===== src/rtl/vedic_mac_accumulator.sv =====
// ============================================================================
// Module      : vedic_mac_accumulator
// Description : Streaming 4x4 Vedic multiply-accumulate with valid/ready I/O.
// Revision    : 1.0 - initial release
// ============================================================================
`default_nettype none

module vedic_2_x_2 (
    input  logic [1:0] a_i,
    input  logic [1:0] b_i,
    output logic [3:0] p_o
);
    logic w_cross0;
    logic w_cross1;
    logic w_carry;

    assign w_cross0 = a_i[1] & b_i[0];
    assign w_cross1 = a_i[0] & b_i[1];
    assign w_carry  = w_cross0 & w_cross1;
    assign p_o[0]   = a_i[0] & b_i[0];
    assign p_o[1]   = w_cross0 ^ w_cross1;
    assign p_o[2]   = (a_i[1] & b_i[1]) ^ w_carry;
    assign p_o[3]   = (a_i[1] & b_i[1]) & w_carry;
endmodule

module vedic_4_x_4 (
    input  logic [3:0] a_i,
    input  logic [3:0] b_i,
    output logic [7:0] p_o
);
    logic [3:0] w_ll;
    logic [3:0] w_hl;
    logic [3:0] w_lh;
    logic [3:0] w_hh;

    vedic_2_x_2 u_ll (.a_i(a_i[1:0]), .b_i(b_i[1:0]), .p_o(w_ll));
    vedic_2_x_2 u_hl (.a_i(a_i[3:2]), .b_i(b_i[1:0]), .p_o(w_hl));
    vedic_2_x_2 u_lh (.a_i(a_i[1:0]), .b_i(b_i[3:2]), .p_o(w_lh));
    vedic_2_x_2 u_hh (.a_i(a_i[3:2]), .b_i(b_i[3:2]), .p_o(w_hh));

    // Vertically-and-crosswise partial products recombined at their weights.
    assign p_o = {4'b0000, w_ll} + {2'b00, w_hl, 2'b00}
               + {2'b00, w_lh, 2'b00} + {w_hh, 4'b0000};
endmodule

module vedic_mac_accumulator #(
    parameter int LEN   = 8,
    parameter int ACC_W = 16
) (
    input  logic             clk,
    input  logic             rst_n,
    input  logic             start,
    input  logic [3:0]       a,
    input  logic [3:0]       b,
    input  logic             in_valid,
    output logic             in_ready,
    output logic [ACC_W-1:0] acc_out,
    output logic             overflow,
    output logic             out_valid,
    input  logic             out_ready,
    output logic             busy
);
    localparam int             CW    = $clog2(LEN + 1);
    localparam logic [CW-1:0]  LEN_C = CW'(LEN);
    localparam logic [CW-1:0]  ONE_C = CW'(1);

    typedef enum logic [1:0] {
        S_IDLE  = 2'd0,
        S_ACCUM = 2'd1,
        S_HOLD  = 2'd2
    } state_t;

    state_t           state_q, state_d;
    logic [CW-1:0]    issue_q, issue_d;
    logic [CW-1:0]    acc_cnt_q, acc_cnt_d;
    logic [7:0]       prod_q, prod_d;
    logic             prod_vld_q, prod_vld_d;
    logic [ACC_W-1:0] acc_q, acc_d;
    logic             ovf_q, ovf_d;
    logic [7:0]       mult;
    logic [ACC_W:0]   sum;
    logic             accept;

    vedic_4_x_4 u_mult (.a_i(a), .b_i(b), .p_o(mult));

    assign sum = {1'b0, acc_q} + (ACC_W+1)'(prod_q);

    always_comb begin
        state_d    = state_q;
        issue_d    = issue_q;
        acc_cnt_d  = acc_cnt_q;
        prod_d     = prod_q;
        prod_vld_d = 1'b0;
        acc_d      = acc_q;
        ovf_d      = ovf_q;
        in_ready   = 1'b0;
        out_valid  = 1'b0;
        accept     = 1'b0;
        case (state_q)
            S_IDLE: begin
                if (start) begin
                    acc_d     = '0;
                    ovf_d     = 1'b0;
                    issue_d   = '0;
                    acc_cnt_d = '0;
                    state_d   = S_ACCUM;
                end
            end
            S_ACCUM: begin
                in_ready = (issue_q < LEN_C);
                accept   = in_valid && in_ready;
                if (accept) begin
                    prod_d     = mult;
                    prod_vld_d = 1'b1;
                    issue_d    = issue_q + ONE_C;
                end
                if (prod_vld_q) begin
                    acc_d     = sum[ACC_W-1:0];
                    ovf_d     = ovf_q | sum[ACC_W];
                    acc_cnt_d = acc_cnt_q + ONE_C;
                    if (acc_cnt_d == LEN_C) begin
                        state_d = S_HOLD;
                    end
                end
            end
            S_HOLD: begin
                out_valid = 1'b1;
                if (out_ready) begin
                    state_d = S_IDLE;
                end
            end
            default: state_d = S_IDLE;
        endcase
    end

    always_ff @(posedge clk or negedge rst_n) begin
        if (!rst_n) begin
            state_q    <= S_IDLE;
            issue_q    <= '0;
            acc_cnt_q  <= '0;
            prod_q     <= '0;
            prod_vld_q <= 1'b0;
            acc_q      <= '0;
            ovf_q      <= 1'b0;
        end else begin
            state_q    <= state_d;
            issue_q    <= issue_d;
            acc_cnt_q  <= acc_cnt_d;
            prod_q     <= prod_d;
            prod_vld_q <= prod_vld_d;
            acc_q      <= acc_d;
            ovf_q      <= ovf_d;
        end
    end

    assign acc_out  = acc_q;
    assign overflow = ovf_q;
    assign busy     = (state_q != S_IDLE);
endmodule

`default_nettype wire

===== config.mk =====
export PLATFORM = sky130hd
export DESIGN_NAME = vedic_mac_accumulator
export DESIGN_NICKNAME = d
export VERILOG_FILES = /design/src/rtl/vedic_mac_accumulator.sv
export SDC_FILE = /design/constraint.sdc
export NUM_CORES = 1
export LEC_CHECK = 0
export ABC_AREA = 1
export CAP_MARGIN = 20
export CORE_AREA = 2 2 72 81
export DETAILED_ROUTE_END_ITERATION = 6
export DIE_AREA = 0 0 74 83
export PLACE_DENSITY = 0.72
export SLEW_MARGIN = 20
export SYNTH_ARGS = -nofsm -noshare
export SYNTH_HDL_FRONTEND = slang
export SYNTH_HIERARCHICAL = 1
export SYNTH_SLANG_ARGS = --single-unit
export TNS_END_PERCENT = 10

===== constraint.sdc =====
create_clock -name clk -period 1.5 [get_ports clk]
set_input_delay 0.3 -clock clk [delete_from_list [all_inputs] [get_ports clk]]
set_output_delay 0.3 -clock clk [all_outputs]
set_load 0.03 [all_outputs]

==> results of run 1 <==
[tightest hold or removal path, cell delays in order]
cell     delay (ps)
buf_8            90
nand2_1          50
inv_1            50
nand2_1          40
nand2_1          50
[through the flow]
stage               TNS [ps]  total power (W)
global placement       -8640          0.00510
CTS                    -4320          0.00592
finish                 -3430          0.00625
global route           -5260          0.00679
floorplan              -5050          0.00380
detailed placement     -9280          0.00520
[logic make-up (layout without fill, tap and decap cells)]
kind of cell	Yosys count	in the layout	share of synthesized area (%)
AND/OR/NAND/NOR	190	190	31.0
buffers and inverters	70	148	11.6
flip-flops	36	36	34.1
AO/OA/AOI/OAI	29	29	6.72
adder cells (fa/ha/maj)	28	28	15.0
XOR/XNOR	5	5	1.66
[sequential cells by signal (all words and copies together), names as in the netlist]
| name | count |
|---|---|
| acc_cnt_q | 4 |
| prod_vld_q | 1 |
| overflow | 1 |
| issue_q | 4 |
| acc_out | 16 |
| prod_q | 8 |
| state_q | 2 |
[what timing repair did]
item / 4_1_cts / 5_1_grt
endpoints found under the hold margin: 16 / 0
setup buffers: 1 / 1
hold buffers: 1 / 0
resized for setup: 75 / 32
pin swaps: 16 / 10
setup endpoints to repair: 40 / 27
[power groups by stage]
| stage | clock [W] | sequential, W | combinational, W |
|---|---|---|---|
| 2_1_floorplan | 0 | 0.00185 | 0.00195 |
| 3_5_place_dp | 0 | 0.00159 | 0.00361 |
| 5_1_grt | 0.000779 | 0.00168 | 0.00433 |
| 3_3_place_gp | 0 | 0.00158 | 0.00352 |
| 6_report | 0.000717 | 0.00164 | 0.00389 |
| 4_1_cts | 0.000739 | 0.00157 | 0.00361 |
[layout make-up]
class / instances / area, um^2 / area share [%]
multi-input combinational: 252 / 1720 / 46.7
tap: 75 / 93.8 / 2.55
sequential: 36 / 901 / 24.5
timing repair buffer: 75 / 624 / 17.0
clock inverter: 3 / 23.8 / 0.647
clock buffer: 5 / 68.8 / 1.87
inverter: 65 / 249 / 6.77
[worst paths after layout]
kind	cells past startpoint	slack, ps	startpoint	endpoint
min in group asynchronous	2	460	rst_n	acc_out[9]$_DFFE_PN0P_
max reg2reg	11	-220	prod_q[0]$_DFFE_PN0P_	acc_out[12]$_DFFE_PN0P_
max in group asynchronous	3	600	rst_n	prod_q[1]$_DFFE_PN0P_
max	17	-600	b[1]	prod_q[7]$_DFFE_PN0P_
min	5	310	b[0]	prod_q[0]$_DFFE_PN0P_
min reg2reg	1	510	issue_q[0]$_DFFE_PN0P_	issue_q[0]$_DFFE_PN0P_
[cell usage in the layout (no fill, tap or decap), drive strengths merged]
cell             n
nand3           29
a22o             2
clkinv           1
o31ai            1
clkbuf           8
buf             52
dlygate4sd3      1
o22ai            1
ha              22
inv             65
nor2            32
or2              2
nand2          122
xnor2            1
a21oi           12
clkdlybuf4s50    3
clkinvlp         2
xor2             4
a41oi            1
clkdlybuf4s15    3
fa               6
nor3             3
dfrtp           36
nand4            1
nor3b            1
dlygate4sd2     13
a32o             1
o21ai           10
o32ai            1
[routing by layer]
metal / routed length (um) / part of all wire, %
met4: 142 / 2.2
met1: 2630 / 41
met2: 3380 / 53
met3: 233 / 3.6
met5: 0 / 0
==> reports/qor.yml, run 1 <==
clock_skew_ps: 4.47
cp_max_fo: 4
synthDistinctLibCells: 32
h-tree-depth: 2
cp_slowest_stage_delay_ps: 390
grt_pass1_vias: 2460
antenna_found_initial: 0
crit_chain: "buf_8 -> nand2_4 -> inv_2 -> ha_4 -> ha_4 -> inv_2 -> fa_2 -> inv_2 -> ha_4 -> inv_4 -> fa_2 -> inv_2 -> nand3_2 -> nand3_2 -> nand2_1 -> nand2_1 -> nand2_1"
wire_per_inst_um: 12.5
synth_edf_count: 0
maxSlewViolCount: 0
die_h_um: 83
dp_worst_setup_slack_ps: -1370
crit_family: "adder cells"
grt-busiest-layer: "met2"
netlist_top_cells_count: "nand2_1, inv_1, dfrtp_1"
slowest_stage: "fa_2"
leakage_nw: 2.02
drt_iter0_drc: 103
via_count: 2505
synth-seq-area-share_pct: 34.1
setup_viol: 17
pin_count: 33
yosys_register_bits: 36
final_cell_area_um2: 3680
setup.worst_path.start_class: "primary input"
status: "finished, violations left"
worst-setup-path-type: "primary input to register"
syn_inst: 358
period_minus_slack_ps: 2100
path_clk_slew_ps: 80
synth_nets: 399
track_usage_pct: 22.1
worstMarginPinSlew_ps: 416
cp.arrival_ps: 2290
met3_usage_pct: 3.88
p_per_area_nw_per_um2: 1700
synth_flop_cell: "dfrtp_1"
drt_first_pass_iters: 4
peakVddDrop_mv: 0.766
yosys-top-cells-area: "dfrtp_1, nand2_1, ha_1"
finalHoldViolCount: 0
cts_tree: "yes"
synth_top_area_share_pct: 34.1
p_sw_share_pct: 46.0
async_flop_share_pct: 100
cts_buffers: 5
final_cells: 511
clock_sinks: 36
drtAntennaViolNets: 0
p_clk_share_pct: 11.5
finalCoreUtilization_pct: 69.5
crit_buf_inv: 6
yosys_warnings: 6
post-synth-top-count-cell: "nand2_1"
grt_pass1_wl_mm: 10.6
p_sw_w: 0.00287
setup_ws_ps: -596
dieArea_um2: 6140
seq_power_share_pct: 26.2
cp.required_ps: 1700
row_count: 28
portBuffers: 32
timing.hold.ws_ps: 305
synth_area_per_cell_um2: 7.38
start_util_pct: 50.0
syn-cell-area_um2: 2640
wirelength_mm: 6.39
slew_headroom_pct: 72.2
hp-class: "primary input to register"
coreArea_um2: 5290
clock_latency_ps: 300
cpMostUsedCell: "inv_2"
p_comb_share_pct: 62.3
drcViolationCount: 0
fill_cells: 433
period_share_pct: 140
antenna_cells: 0
overflow: 0
drive_gt1_share_pct: 30.3
clockRootBuffer: "clkbuf_8"
grt_util_met1_pct: 25.4
via_per_inst: 4.90
synth_area_leader_cell: "dfrtp_1"
rsz0062_at_grt: "true"
end_kind: "register"
cellInternalPower_w: 0.00338
dpl.cell_count: 500
placed_cell_area_um2: 3430
final_nets: 476
grt_util_met2_pct: 39.1
violations: "negative setup slack"
fmax_mhz: 477
max_cap_viol_count: 0
hpwl_mm: 4.85
gp_congestion: 0.907
die_w_um: 74
syn_to_final_growth_pct: 39.1
clockBufferDepth: 2
grt_max_degree: 21
(Power assumes the default switching activity.)
==> inputs of run 2 (changes only) <==
==> constraint.sdc (replaced) <==
create_clock -name clk -period 1.9 [get_ports clk]
set_input_delay 0.38 -clock clk [delete_from_list [all_inputs] [get_ports clk]]
set_output_delay 0.38 -clock clk [all_outputs]
set_load 0.03 [all_outputs]
==> reports/qor.yml, run 2 (synthesized netlist as in run 1, its figures left out) <==
h-tree-depth: 2
fmax_mhz: 466
pin_count: 33
grt_util_met1_pct: 24.7
die_h_um: 83
rsz0062_at_grt: "true"
setup.worst_path.start_class: "primary input"
start_util_pct: 50.0
wire_per_inst_um: 12.1
grt_pass1_wl_mm: 10.1
coreArea_um2: 5290
p_per_area_nw_per_um2: 1280
track_usage_pct: 20.8
clockBufferDepth: 2
gp_congestion: 0.889
clock_latency_ps: 300
worst-setup-path-type: "primary input to register"
row_count: 28
largest_reg_flops: 16
via_count: 2363
status: "finished, violations left"
finalHoldViolCount: 0
multiInputGateArea_um2: 1630
cp_max_fo: 4
cpMostUsedCell: "inv_2"
grt-busiest-layer: "met2"
maxSlewViolCount: 0
portBuffers: 32
drive_gt1_share_pct: 21.9
cp.arrival_ps: 2380
leakage_nw: 1.85
cts_tree: "yes"
overflow: 0
clock_skew_ps: 12.9
grt_max_degree: 37
fill_cells: 474
peakVddDrop_mv: 0.445
crit_buf_inv: 6
dieArea_um2: 6140
cp_slowest_stage_delay_ps: 370
grt_util_met2_pct: 36.6
tns_ps: -609
hp-class: "primary input to async pin"
final_common_cell: "nand2_1"
grt_pass1_vias: 2315
antenna_found_initial: 0
setup_ws_ps: -246
setup_viol: 4
period_minus_slack_ps: 2150
worstMarginPinSlew_ps: 462
via_per_inst: 4.90
violations: "negative setup slack"
hpwl_mm: 4.53
syn_to_final_growth_pct: 27.9
met3_usage_pct: 4.13
regArea_um2: 901
path_clk_slew_ps: 80
wirelength_mm: 5.82
die_w_um: 74
cp.required_ps: 2130
slowest_stage: "fa_2"
drcViolationCount: 0
slew_headroom_pct: 69.2
clockRootBuffer: "clkbuf_8"
drtAntennaViolNets: 0
antenna_cells: 0
finalCoreUtilization_pct: 63.9
drt_first_pass_iters: 4
cts_buffers: 5
crit_family: "adder cells"
final_cell_mix: "nand2_1, inv_1, dfrtp_1"
period_share_pct: 113
max_cap_viol_count: 0
clock_sinks: 36
end_kind: "register"
drt_iter0_drc: 123
final_nets: 447
crit_chain: "buf_6 -> nand2_2 -> inv_2 -> ha_4 -> ha_4 -> inv_2 -> fa_2 -> inv_2 -> ha_4 -> inv_2 -> fa_2 -> inv_2 -> nand2_2 -> nand2_2 -> nand3_2 -> nand2_1 -> nand2_1 -> nand2_1"
## run 2: final timing paths
check / startpoint / end / slack [ps] / cells past startpoint
worst max-delay path: b[0] / prod_q[7]$_DFFE_PN0P_ / -250 / 18
worst min-delay path: rst_n / state_q[1]$_DFFE_PN0P_ / 120 / 2
worst max register to register: acc_out[0]$_DFFE_PN0P_ / acc_out[8]$_DFFE_PN0P_ / 170 / 11
worst min register to register: prod_q[4]$_DFFE_PN0P_ / prod_q[4]$_DFFE_PN0P_ / 500 / 2
max in group asynchronous: rst_n / acc_out[0]$_DFFE_PN0P_ / 1450 / 2
min in group clk: b[0] / prod_q[0]$_DFFE_PN0P_ / 390 / 5
## run 2: timing repair
item,in CTS,in global routing
resized for setup,44,21
setup endpoints to repair,7,13
hold buffers,0,0
pin swaps,8,11
endpoints found under the hold margin,0,0
buffers inserted,1,0
## run 2: layer usage
layer	up-vias	share of wire, %
met5	-	0
met4	0	1.7
met3	8	4.2
met2	42	51
met1	1108	43
li1	1205	-
## run 2: final cells by class
cell class                 count  area share, %
inverter                      65           7.29
tap                           75           2.78
multi-input combinational    252           48.1
timing repair buffer          46           12.4
clock inverter                 1          0.222
sequential                    36           26.6
clock buffer                   7           2.55
## run 2: where the power goes
| group | total (W) | leakage [nW] | switching, W | internal (W) |
|---|---|---|---|---|
| clock | 0.000578 | 0.0445 | 0.000284 | 0.000295 |
| sequential | 0.00129 | 0.461 | 0.000242 | 0.00105 |
| combinational | 0.00246 | 1.35 | 0.00151 | 0.000953 |
| total | 0.00433 | 1.85 | 0.00203 | 0.00229 |
## run 2: metrics by stage
stage / hold WS (ps) / total power, W / instance area [um^2] / worst slack [ps] / cells
2_1_floorplan: 84.4 / 0.00300 / 2770 / -340 / 358
3_3_place_gp: 449 / 0.00365 / 3220 / -990 / 473
3_5_place_dp: 454 / 0.00370 / 3220 / -1040 / 473
4_1_cts: 140 / 0.00429 / 3340 / -295 / 482
5_1_grt: 157 / 0.00475 / 3380 / -339 / 482
6_report: 121 / 0.00433 / 3380 / -246 / 482
